**config.mk**
```make
export PLATFORM = sky130hd
export DESIGN_NAME = calc_secuenciador
export DESIGN_NICKNAME = d
export VERILOG_FILES = /design/src/rtl/calc_secuenciador.sv
export SDC_FILE = /design/constraint.sdc
export NUM_CORES = 1
export LEC_CHECK = 0
export ABC_AREA = 0
export CORE_MARGIN = 1
export CORE_UTILIZATION = 45
export CTS_CLUSTER_DIAMETER = 200
export DETAILED_ROUTE_END_ITERATION = 10
export PLACE_DENSITY_LB_ADDON = 0.3
export SYNTH_ARGS = -nofsm -noshare
export SYNTH_HDL_FRONTEND = slang
export SYNTH_SLANG_ARGS = --single-unit
export TNS_END_PERCENT = 100
```
**constraint.sdc**
```tcl
create_clock -name clk -period 2.9 [get_ports clk]
set_input_delay 0.29 -clock clk [delete_from_list [all_inputs] [get_ports clk]]
set_output_delay 0.29 -clock clk [all_outputs]
set_load 0.1 [all_outputs]
```
**src/rtl/calc_secuenciador.sv**
```systemverilog
// calc_secuenciador: command-side sequencer for the combinational calculator.
// Accepts a command over valid/ready and registers the operands/opcode toward
// the calculator. It waits LAT settle cycles, captures result and flags, and
// returns them over valid/ready.
// Optional feature macro: CALC_ACC_EN (accumulator as operand A source).
module calc_secuenciador #(
  parameter int N   = 32,
  parameter int LAT = 0
) (
  input  logic         clk,
  input  logic         rst,
  input  logic         cmd_valid,
  output logic         cmd_ready,
  input  logic [N-1:0] cmd_a,
  input  logic [N-1:0] cmd_b,
  input  logic [3:0]   cmd_op,
  input  logic         cmd_acc,
  output logic [N-1:0] calc_a,
  output logic [N-1:0] calc_b,
  output logic [3:0]   calc_op,
  input  logic [N-1:0] calc_res,
  input  logic [3:0]   calc_flags,
  output logic         rsp_valid,
  input  logic         rsp_ready,
  output logic [N-1:0] rsp_res,
  output logic [3:0]   rsp_flags,
  output logic         rsp_err,
  output logic         busy
);

  localparam logic [3:0] LAT_C = 4'(LAT);

  typedef enum logic [1:0] {IDLE, EXEC, RESP} state_t;

  state_t       state, state_nx;
  logic [3:0]   cnt;
  logic         op_ok;
  logic         accept;
  logic         issue;
  logic         err_ld;
  logic         capture;
  logic [N-1:0] a_src;

  // Opcodes 0..10 are implemented by the calculator; 11..15 get an error response.
  assign op_ok     = (cmd_op <= 4'd10);
  // Ready is pure registered state, held low while reset is asserted.
  assign cmd_ready = (state == IDLE) && !rst;
  assign accept    = cmd_valid && cmd_ready;
  assign busy      = (state != IDLE);
  // A response is pending exactly while in RESP.
  assign rsp_valid = (state == RESP);

`ifdef CALC_ACC_EN
  logic [N-1:0] acc;

  // Accumulator follows every successful capture; error responses leave it alone.
  always_ff @(posedge clk) begin
    if (rst)          acc <= '0;
    else if (capture) acc <= calc_res;
  end

  assign a_src = cmd_acc ? acc : cmd_a;
`else
  logic unused_acc;
  assign unused_acc = cmd_acc;
  assign a_src      = cmd_a;
`endif

  // State register.
  always_ff @(posedge clk) begin
    if (rst) state <= IDLE;
    else     state <= state_nx;
  end

  // Next-state and per-cycle strobes.
  always_comb begin
    state_nx = state;
    issue    = 1'b0;
    err_ld   = 1'b0;
    capture  = 1'b0;
    case (state)
      IDLE: begin
        if (accept) begin
          if (op_ok) begin
            issue    = 1'b1;
            state_nx = EXEC;
          end else begin
            err_ld   = 1'b1;
            state_nx = RESP;
          end
        end
      end
      EXEC: begin
        if (cnt == 4'd0) begin
          capture  = 1'b1;
          state_nx = RESP;
        end
      end
      RESP: begin
        if (rsp_ready) state_nx = IDLE;
      end
      default: state_nx = IDLE;
    endcase
  end

  // Operand registers toward the calculator; held between operations.
  always_ff @(posedge clk) begin
    if (rst) begin
      calc_a  <= '0;
      calc_b  <= '0;
      calc_op <= '0;
    end else if (issue) begin
      calc_a  <= a_src;
      calc_b  <= cmd_b;
      calc_op <= cmd_op;
    end
  end

  // Settle counter: loaded on issue, counts down to zero while executing.
  always_ff @(posedge clk) begin
    if (rst)                             cnt <= '0;
    else if (issue)                      cnt <= LAT_C;
    else if (state == EXEC && cnt != '0) cnt <= cnt - 4'd1;
  end

  // Response payload: calculator capture or error, held until overwritten.
  always_ff @(posedge clk) begin
    if (rst) begin
      rsp_res   <= '0;
      rsp_flags <= '0;
      rsp_err   <= 1'b0;
    end else if (capture) begin
      rsp_res   <= calc_res;
      rsp_flags <= calc_flags;
      rsp_err   <= 1'b0;
    end else if (err_ld) begin
      rsp_res   <= '0;
      rsp_flags <= '0;
      rsp_err   <= 1'b1;
    end
  end

endmodule

```
[Word-level counts from Yosys, hierarchy flattened]
Cells that the tools add are included.
Cells by class
  $lt $le $gt $ge: 1
  equality and inequality tests: 5
  reductions and logical operators: 12
  add/subtract/negate cells: 1
  muxes and demuxes: 17
Operators by type and width (count)
  $mux W32: 2
  $mux W1: 8
  $mux W2: 4
  $mux W4: 2
  $pmux W2 S3: 1
  $le A4 B4 Y1 const B: 1
  $logic_not A4 Y1: 1
  $ne A2 B2 Y1 const B: 2
  $reduce_bool A2 Y1: 2
  $reduce_bool A4 Y1: 1
  $reduce_or A2 Y1: 2
  $sub A4 B1 Y4 const B: 1
  $logic_and A1 B1 Y1: 3
  $reduce_and A3 Y1: 1
  $eq A2 B1 Y1 const B: 1
  $eq A2 B2 Y1 const B: 1
  $logic_not A2 Y1: 1
  $ne A2 B1 Y1 const B: 1
  $logic_not A1 Y1: 1
Storage, ports and cells
  flip-flop bits (word level): 111
  logic and storage cells: 44
  output and inout bits: 108

[Logic depth before layout (Yosys ltp)]
Gate-level depths: netlist of the first run.
  depth after elaboration: 7
  depth in mapped cells: 7
  depth with buffers taken out: 5

[Least setup slack after synthesis of the first run]
No wires, ideal clock.
  path type: reg-to-output
  from: register state[1]
  to: output cmd_ready
  buffers on the path: 0
  data arrival time: 2213 ps
  data required time: 2610 ps
  slack: 397 ps
  cell stages (with the launch flop): 3
  path through: dfxtp_1 > or2_2 > nor2_1
Between the ends
  longest elaborated chain between the ends: 2
Ends and longest elaborated chain
  from (decl): line 35  | state_t state, state_nx;
  from (signal assigned): line 72  | else state <= state_nx;
  $logic_not A2 Y1: line 47  | assign cmd_ready = (state == IDLE) && !rst;
  $logic_and A1 B1 Y1: line 47
  to (decl): line 13  | output logic cmd_ready,
No other way between the ends.

[Worst setup path after layout of the first run]
  from: register cnt[0]
  to: register rsp_res[2]
Between the ends
  longest elaborated chain between the ends: 4
  elaborated cells on any way between the ends: 5
Ends and longest elaborated chain
  from (decl): line 36  | logic [3:0] cnt;
  from (signal assigned): line 123  | else if (state == EXEC && cnt != '0) cnt <= cnt - 4'd1;
  $logic_not A4 Y1 (*): line 94  | if (cnt == 4'd0) begin
  $mux W1 (*): line 94
  $mux W1 (*): line 81  | case (state)
  $mux W32 / $reduce_bool A2 Y1 (equally long branches)
  to (signal assigned): line 133  | rsp_res <= calc_res;
  to (decl): line 25  | output logic [N-1:0] rsp_res,
Mark *: on every way between the ends. The rest lies on a longest branch, timed or not.
A chain may end at the register's enable or synchronous reset.

==> results of run 1 <==
[worst max path at each step]
stage	startpoint	endpoint	slack, ps	depth (start not counted)
after floorplan	state[1]$_SDFFE_PP0P_	cmd_ready	400	2
after global placement	cmd_valid	calc_b[11]$_SDFFE_PP0P_	910	5
after detailed placement	cnt[0]$_SDFFE_PP0P_	rsp_res[2]$_SDFFE_PP0P_	870	6
after CTS	cnt[0]$_SDFFE_PP0P_	rsp_res[2]$_SDFFE_PP0P_	860	6
after global routing	cnt[0]$_SDFFE_PP0P_	rsp_res[2]$_SDFFE_PP0P_	670	6
final	cnt[0]$_SDFFE_PP0P_	rsp_res[2]$_SDFFE_PP0P_	880	6
[flip-flops by register name, indices dropped and copies added (netlist names)]
register   cells
calc_a        32
calc_b        32
rsp_res       32
calc_op        4
cnt            4
rsp_flags      4
state          2
rsp_err        1
[worst reg2reg max path, delay by kind of cell (launching register included)]
kind / cells / cell delay, ps
AOI/OAI and AO/OA: 1 / 110
adders and majority gates: 1 / 220
buffers and inverters: 2 / 440
DFF: 1 / 340
and+or+nand+nor: 2 / 840
[routing by layer]
metal | routed length, um | part of all wire | global-route usage | up-vias
met5 | 0 | 0 | 0 | -
met4 | 206 | 0.017 | 0.0754 | 0
met3 | 881 | 0.071 | 0.0699 | 18
met2 | 6120 | 0.49 | 0.370 | 136
met1 | 5180 | 0.42 | 0.253 | 1931
li1 | - | - | - | 2026
[where the power goes]
group | internal, mW | leakage (nW) | switching [mW]
Combinational | 0.382 | 1.99 | 0.841
Clock | 0.442 | 0.0985 | 0.500
Sequential | 1.61 | 0.907 | 0.0419
[cell usage in the layout, fill, tap and decap left out, types with 2 or more instances in the layout]
cell type,count
o21ai_0,72
nor2b_1,103
nand2b_1,2
nor2_1,2
nand4b_1,37
clkdlybuf4s50_1,106
a21oi_1,5
a211oi_1,3
o21ai_1,3
dfxtp_1,111
o21a_1,2
nand3_1,4
mux2_4,29
and3_1,2
inv_1,5
clkbuf_8,11
buf_4,118
mux2_2,37
[logic make-up (layout without fill, tap and decap cells)]
| group | count (synthesis) | count (layout) | synth area share |
|---|---|---|---|
| flip-flops | 111 | 111 | 0.456 |
| adder cells (fa/ha/maj) | 1 | 1 | 0.00256 |
| multiplexers | 66 | 66 | 0.175 |
| AND/OR/NAND/NOR | 157 | 157 | 0.222 |
| buffers and inverters | 49 | 245 | 0.0454 |
| AO/OA/AOI/OAI | 91 | 91 | 0.100 |
[area by class of cell]
type                    instances  area share
repair buffers                225       0.280
well taps                     136      0.0242
inverters                       5     0.00267
clock buffers                  12      0.0221
flip-flops and latches        111       0.316
multi-input cells             315       0.349
clock inverters                 3     0.00606
[per-stage QoR]
stage | util | hold slack, ps
finish | 0.674 | 304
floorplan | - | 429
CTS | 0.674 | 281
detailed placement | 0.655 | 459
global route | 0.674 | 296
global placement | 0.655 | 453
==> results.ini, run 1 <==
[critical_path]
r2r_end = rsp_res[2]$_SDFFE_PP0P_
path_buf_inv = 2
cp-end-kind = flip-flop
max_stage_delay_ps = 710
cp_max_fo = 18
cp.arrival_ps = 2310
crit_required_ps = 3190
crit_family = simple AND/OR/NAND/NOR gates
cp-start-kind = flip-flop
worstSetupPathType = flip-flop to flip-flop
r2r_start = cnt[0]$_SDFFE_PP0P_
ff2ff_path_depth = 6
r2r_setup_slack_ps = 880
crit_path_top_delay_cell = nor3b_2
worstPathCellList = inv_1 > ha_1 > nor3b_2 > buf_4 > nand4b_1 > o21ai_0

[timing]
timing_max_transition_violations_final = 0
setup_slack_ps = 880
clock_skew_ps = 9.40
tightest_slew_ps = 830
setup_viol_count_final = 0
finalHoldViolCount = 0
relSlewSlack = 0.444
grt_setup_unrepaired = false
layout_min_cycle_time_ps = 2020
post-route-period-util = 0.696
tns_ps = 0
clock.fmax_mhz = 495

[status]
status = finished clean

[global_routing]
antenna_found_initial = 0
grt_max_degree = 90
grt_pass1_wl_mm = 19.4
overflow = 0
first_global_vias = 4001
track_usage = 0.216

[cells_and_area]
nFillCells = 833
seq_area_um2 = 2220
area_growth_pct = 44.0
drive_gt1_frac = 0.306
final_cells = 807
antenna_cells = 0
design_area_um2 = 7030
multiInputGateArea_um2 = 2450
layout.nets = 777

[synth]
synth_cells = 475
synth-edff-count = 0
synth.most_common_cell = dfxtp_1
ys_warn_count = 0
ys_ff_latch = 111
syn_area_um2 = 4880
synth_top_area_frac = 0.456
yosysSeqAreaShare = 0.456
synth_top_cell_by_area = dfxtp_1
synthFlopType = dfxtp_1
synth_cell_types = 34
synth_fp_nets = 585
synthTopCellsByCount = dfxtp_1 (111), nor2b_1 (104), o21ai_0 (72)
async_reset_ff_frac = 0
netlist_top_cells_area = dfxtp_1 (46%), nor2b_1 (13%), mux2_4 (8.9%)
avgSynthCellArea_um2 = 10.3

[clock_network]
cts_max_level = 3
cts_hold_buf = 0
path_clk_slew_ps = 90
cts_made_buffers = 9
clockRootBuffer = clkbuf_8
cts_tree = done
postCtsSetupRepairBufs = 0
cts-resized-gates = 0
clock-sinks = 111
clockBufferDepth = 2
worstSkewPairLatency_ps = 370

[hold_path]
worstHoldPathCells = 4
min-delay-start = rst
holdPathEnd = state[1]$_SDFFE_PP0P_
hold_path_class = input pin to flip-flop

[route]
vias_per_cell = 5.09
first_pass_iters = 4
ant_nets = 0
drt_iter0_markers = 192
drc = 0
vias = 4111
wl_per_cell_um = 15.3
routed_wl_mm = 12.4

[pwr]
power.total_mw = 3.82
irDropWorstVdd_v = 0.000337
power_density_nw_per_um2 = 544
p_leak_nw = 3.00

[placement]
pre_cts_ws_ps = 875
gp_congestion = 0.718
post_dp_cell_area_um2 = 6830
dp_cells = 792
portBuffers = 215
hpwlAfterDp_mm = 8.66

[floorplan]
ioPinCount = 217
core_um2 = 10400
rows = 37
die-area_um2 = 11300
fp.dieH_um = 106
die_x_um = 106
floorplan.initialDensity = 0.468

[run]
maxCapViolations = 0

(Power assumes the default switching activity.)
==> run 2: changes to the inputs <==
--- a/config.mk
+++ b/config.mk
@@ -7,7 +7,7 @@
 export LEC_CHECK = 0
 export ABC_AREA = 0
 export CORE_MARGIN = 1
-export CORE_UTILIZATION = 45
+export CORE_UTILIZATION = 38
 export CTS_CLUSTER_DIAMETER = 200
 export DETAILED_ROUTE_END_ITERATION = 10
 export PLACE_DENSITY_LB_ADDON = 0.3
==> constraint.sdc (replaced) <==
create_clock -name clk -period 1.72 [get_ports clk]
set_input_delay 0.172 -clock clk [delete_from_list [all_inputs] [get_ports clk]]
set_output_delay 0.172 -clock clk [all_outputs]
set_load 0.1 [all_outputs]
==> run 2 against run 1 <==
  * Clock-buffer cell count grew 2
  * Largest power group unchanged
  * Combinational power grew 75%
  * Critical endpoint is now cnt[1]$_SDFFE_PP0P_
  * Sequential share of layout area shrank 1.7 points
==> results.ini, run 2 (synthesis gave the netlist of run 1 again) <==
[route]
vias_per_cell = 4.92  ; -3.4%
drt_iter0_markers = 266  ; +39%
ant_nets = 0  ; unchanged
routed_wl_mm = 13.9  ; +12%
first_pass_iters = 4  ; unchanged
wl_per_cell_um = 16.2  ; +5.7%
vias = 4228  ; +2.8%
drc = 0  ; unchanged

[timing]
tightest_slew_ps = 677  ; -153 ps
tns_ps = 0  ; unchanged
timing_max_transition_violations_final = 0  ; unchanged
relSlewSlack = 0.549  ; +0.104
whs_ps = 418  ; +114 ps
finalHoldViolCount = 0  ; unchanged
layout_min_cycle_time_ps = 1660  ; -356 ps
setup_viol_count_final = 0  ; unchanged
clock.fmax_mhz = 601  ; +21%
clock_skew_ps = 8.15  ; -1.25 ps
post-route-period-util = 0.967  ; +0.271

[global_routing]
grt_max_degree = 149  ; +66%
antenna_found_initial = 0  ; unchanged
first_global_vias = 4155  ; +3.8%
overflow = 0  ; unchanged
track_usage = 0.196  ; -0.0204
grt_pass1_wl_mm = 20.4  ; +5.4%

[clock_network]
path_clk_slew_ps = 70  ; -20 ps
worstSkewPairLatency_ps = 350  ; -20 ps
cts_tree = done
clockRootBuffer = clkbuf_16
cts_made_buffers = 9  ; unchanged
clock-sinks = 111  ; unchanged
cts_max_level = 3  ; unchanged
clockBufferDepth = 2  ; unchanged

[critical_path]
cp-start-kind = flip-flop
cp.arrival_ps = 1910  ; -400 ps
cp-end-kind = flip-flop
r2r_start = cnt[0]$_SDFFE_PP0P_
crit_required_ps = 1960  ; -1230 ps
cp_max_fo = 4  ; -14
worstSetupPathType = flip-flop to flip-flop
worstSetupStartpoint = cnt[0]$_SDFFE_PP0P_

[cells_and_area]
final_cells = 859  ; +6.4%
final_common_cell = buf_4
layout.nets = 792  ; +1.9%
layout_common_cells = buf_4 (122), dfxtp_1 (111), clkdlybuf4s50_1 (106)
top_regs = calc_a: 32 flops, calc_b: 32 flops, rsp_res: 32 flops
design_area_um2 = 7430  ; +5.7%
drive_gt1_frac = 0.326  ; +0.0205
antenna_cells = 0  ; unchanged
area_growth_pct = 52.3

[pwr]
power_density_nw_per_um2 = 937  ; +72%
power.total_mw = 6.96  ; +82%
p_leak_nw = 3.16  ; +5.4%
irDropWorstVdd_v = 0.000542  ; +61%

[hold_path]
min-delay-start = calc_flags[1]
hold_path_class = input pin to flip-flop

[placement]
hpwlAfterDp_mm = 9.02  ; +4.2%
post_dp_cell_area_um2 = 7060  ; +3.4%
portBuffers = 215  ; unchanged
gp_congestion = 0.731  ; +1.8%
dp_cells = 839  ; +5.9%

[floorplan]
die-area_um2 = 13300  ; +18%
die_x_um = 115  ; +8.7%
core_um2 = 12600  ; +21%
floorplan.initialDensity = 0.388  ; -0.0802
ioPinCount = 217  ; unchanged
fp.dieH_um = 115  ; +8.7%
rows = 41  ; +11%

[status]
status = finished clean

[run]
maxCapViolations = 0  ; unchanged

## run 2: changes by cell type in the layout (fill, tap and decap cells not counted), moves of 2 or more
cell       before  now
buf_12          1    8
buf_4         118  122
buf_8           0    2
clkbuf_16       0   10
clkbuf_8       11    3
o21ai_0        72   66
o21ai_1         3    9
## run 2: repair_timing
item                       in CTS  in global routing
hold buffers                    0                  0
resized for setup               0                 15
setup buffers                   0                  2
hold endpoints to repair        0                  0
setup endpoints to repair       4                 34
gates cloned                    0                  2
pin swaps                       0                  1
## run 2: final timing paths
| check | endpoint | slack, ps | cells past startpoint |
|---|---|---|---|
| worst max-delay path | cnt[1]$_SDFFE_PP0P_ | 60 | 5 |
| worst min-delay path | rsp_flags[1]$_SDFFE_PP0P_ | 420 | 3 |
| worst max register to register | cnt[1]$_SDFFE_PP0P_ | 60 | 5 |
| worst min register to register | rsp_err$_SDFFE_PP0P_ | 480 | 1 |
## run 2: per-stage QoR
step / utilization / worst slack [ps]
after detailed placement: 0.562 / -40.8
after global routing: 0.591 / -17.5
final: 0.591 / 56.5
after floorplan: - / -193
after global placement: 0.562 / 2.63
after CTS: 0.585 / -19.7
## run 2: layout make-up
cell class                      count  area (um2)
Clock buffer                       14         274
Clock inverter                      2        13.8
Multi-Input combinational cell    315        2480
Inverter                            5        18.8
Fill cell                        1074        5140
Timing Repair Buffer              240        2200
Tap cell                          172         215
Sequential cell                   111        2220
## run 2: worst max-delay path: stages, from the launching register on
cell and delay (ps):
dfxtp_1 340, inv_1 90, ha_1 170, or3b_4 410
and3_1 230, a2111oi_4 320
## run 2: routing by layer
layer,global-route usage,up-vias,wire length (um)
li1,-,2058,-
met1,0.224,1991,5730
met2,0.342,164,6780
met3,0.0585,15,1210
met4,0.0745,0,212
met5,0,-,0
## run 2: power breakdown
part | leakage, nW | total (mW) | switching [mW] | internal [mW]
clock network | 0.143 | 2.04 | 0.935 | 1.11
logic | 2.11 | 2.13 | 1.44 | 0.688
registers | 0.907 | 2.80 | 0.0744 | 2.72
==> run 3: changes to the inputs <==
--- a/config.mk
+++ b/config.mk
@@ -11,6 +11,7 @@
 export CTS_CLUSTER_DIAMETER = 200
 export DETAILED_ROUTE_END_ITERATION = 10
 export PLACE_DENSITY_LB_ADDON = 0.3
+export REMOVE_ABC_BUFFERS = 1
 export SYNTH_ARGS = -nofsm -noshare
 export SYNTH_HDL_FRONTEND = slang
 export SYNTH_SLANG_ARGS = --single-unit
==> run 3 against run 2 <==
  * Clock-buffer cell count shrank 5
  * Utilization shrank 0.42 points
  * Sequential share of layout area up 0.21 points
  * Fmax increased by 1.3%
  * Highest routed layer unchanged
  * Critical path depth shrank 2
==> results.ini, run 3 (synthesis gave the netlist of run 1 again) <==
[critical_path]
crit_required_ps = 1550  ; -410 ps
r2r_start = cnt[1]$_SDFFE_PP0P_
ff2ff_path_depth = 5  ; unchanged
cp_max_fo = 5  ; +1
r2r_end = cnt[1]$_SDFFE_PP0P_
r2r_setup_slack_ps = 90  ; +30 ps
worstSetupStartpoint = state[1]$_SDFFE_PP0P_
cp-end-kind = primary output
cp-start-kind = flip-flop
critPathCapture = cmd_ready
worstSetupPathType = flip-flop to primary output
cp.arrival_ps = 1470  ; -440 ps

[global_routing]
antenna_found_initial = 0  ; unchanged
track_usage = 0.193  ; -0.00329
first_global_vias = 4142  ; -0.31%
grt_max_degree = 149  ; unchanged
grt_pass1_wl_mm = 20.1  ; -1.8%
overflow = 0  ; unchanged

[timing]
finalHoldViolCount = 0  ; unchanged
clock_skew_ps = 3.74  ; -4.42 ps
layout_min_cycle_time_ps = 1640  ; -21.6 ps
grt_setup_unrepaired = true
relSlewSlack = 0.617  ; +0.0688
setup_viol_count_final = 0  ; unchanged
post-route-period-util = 0.955  ; -0.0125
tightest_slew_ps = 574  ; -103 ps
setup_slack_ps = 78.1  ; +21.6 ps
clock.fmax_mhz = 609  ; +1.3%
timing_max_transition_violations_final = 0  ; unchanged
tns_ps = 0  ; unchanged
whs_ps = 313  ; -105 ps

[cells_and_area]
drive_gt1_frac = 0.320  ; -0.00588
layout_common_cells = buf_4 (123), dfxtp_1 (111), clkdlybuf4s50_1 (106)
area_growth_pct = 51.2
final_util = 0.587  ; -0.00418
final_common_cell = buf_4
layout.nets = 790  ; -0.25%
final_cells = 856  ; -0.35%
top_regs = calc_a: 32 flops, calc_b: 32 flops, rsp_res: 32 flops
antenna_cells = 0  ; unchanged

[clock_network]
clockBufferDepth = 2  ; unchanged
cts_made_buffers = 9  ; unchanged
clockRootBuffer = clkbuf_16
worstSkewPairLatency_ps = 350  ; about the same
path_clk_slew_ps = 70  ; about the same
cts_max_level = 3  ; unchanged
postCtsSetupRepairBufs = 0  ; unchanged
cts_tree = done
clock-sinks = 111  ; unchanged

[floorplan]
die_x_um = 115  ; unchanged
rows = 41  ; unchanged
die-area_um2 = 13300  ; unchanged
fp.dieH_um = 115  ; unchanged
core_um2 = 12600  ; unchanged
floorplan.initialDensity = 0.388  ; unchanged
ioPinCount = 217  ; unchanged

[run]
maxCapViolations = 0  ; unchanged

[pwr]
pwr-share-comb = 0.297  ; -0.008
seqPwrFrac = 0.393  ; -0.009
p_leak_nw = 3.14  ; -0.55%
p_clk_frac = 0.310  ; +0.017
power_density_nw_per_um2 = 965  ; +3.0%
swShare = 0.344  ; -0.00796
switchingPower_mw = 2.45  ; about the same
intPower_mw = 4.67  ; +3.5%
irDropWorstVdd_v = 0.000673  ; +24%

[placement]
gp_congestion = 0.737  ; +0.89%
dp_cells = 841  ; +0.24%
pre_cts_ws_ps = -94.8  ; -54.0 ps
portBuffers = 215  ; unchanged
hpwlAfterDp_mm = 8.90  ; -1.3%

[route]
vias = 4157  ; -1.7%
wl_per_cell_um = 15.1  ; -7.1%
drc = 0  ; unchanged
vias_per_cell = 4.86  ; -1.3%
ant_nets = 0  ; unchanged
routed_wl_mm = 12.9  ; -7.4%
drt_iter0_markers = 235  ; -12%
first_pass_iters = 4  ; unchanged

[status]
status = finished clean

[hold_path]
hold_path_class = input pin to flip-flop

-- run 3: cell types whose count changed in the layout (fill, tap and decap cells not counted), moves of 2 or more --
cell	change
o21ai_1	-4
buf_8	-2
clkbuf_1	-2
bufinv_16	+2
o21ai_0	+4
clkbuf_8	-3
-- run 3: what timing repair did --
action,CTS,global route
gates resized for setup,2,2
endpoints found under the hold margin,0,0
setup endpoints to repair,4,3
hold buffers,0,0
-- run 3: layout make-up --
| type | count | area, um2 |
|---|---|---|
| clock buffers | 9 | 225 |
| flip-flops and latches | 111 | 2220 |
| inverters | 5 | 18.8 |
| multi-input cells | 315 | 2450 |
| fillers | 1048 | 5190 |
| well taps | 172 | 215 |
| clock inverters | 6 | 86.3 |
| repair buffers | 238 | 2160 |
-- run 3: worst max-delay path, cell delays in order (launching register included) --
cell and delay, ps:
dfxtp_1 370, or2_2 360, nor2_1 190, buf_12 200
-- run 3: layer usage --
metal	global-route usage	wire length (um)
met3	0.0775	1290
met1	0.227	5450
met4	0.0788	223
met2	0.311	5940
met5	0	0
-- run 3: how the worst min path moves through the flow --
stage                       startpoint  cells after the start  slack (ps)                 endpoint
3_3_place_gp      rsp_err$_SDFFE_PP0P_                      1         460     rsp_err$_SDFFE_PP0P_
6_report                           rst                      5         310    state[1]$_SDFFE_PP0P_
3_5_place_dp   calc_op[3]$_SDFFE_PP0P_                      1         460  calc_op[3]$_SDFFE_PP0P_
5_1_grt                            rst                      5         310    state[1]$_SDFFE_PP0P_
4_1_cts                            rst                      5         300    state[1]$_SDFFE_PP0P_
2_1_floorplan                      rst                      1         240    state[0]$_SDFFE_PP0P_
-- run 3: power groups by stage --
stage	Combinational, mW	Sequential, mW	Clock [mW]
4_1_cts	2.12	2.80	2.27
3_5_place_dp	2.12	2.85	0
2_1_floorplan	0.382	3.92	0
3_3_place_gp	2.10	2.85	0
6_report	2.11	2.80	2.21
5_1_grt	2.18	2.82	2.39
-- run 3: stage by stage --
step | area (um2) | total power [mW]
floorplan | 4680 | 4.30
global placement | 7060 | 4.95
detailed placement | 7060 | 4.97
CTS | 7380 | 7.20
global route | 7380 | 7.39
finish | 7380 | 7.12
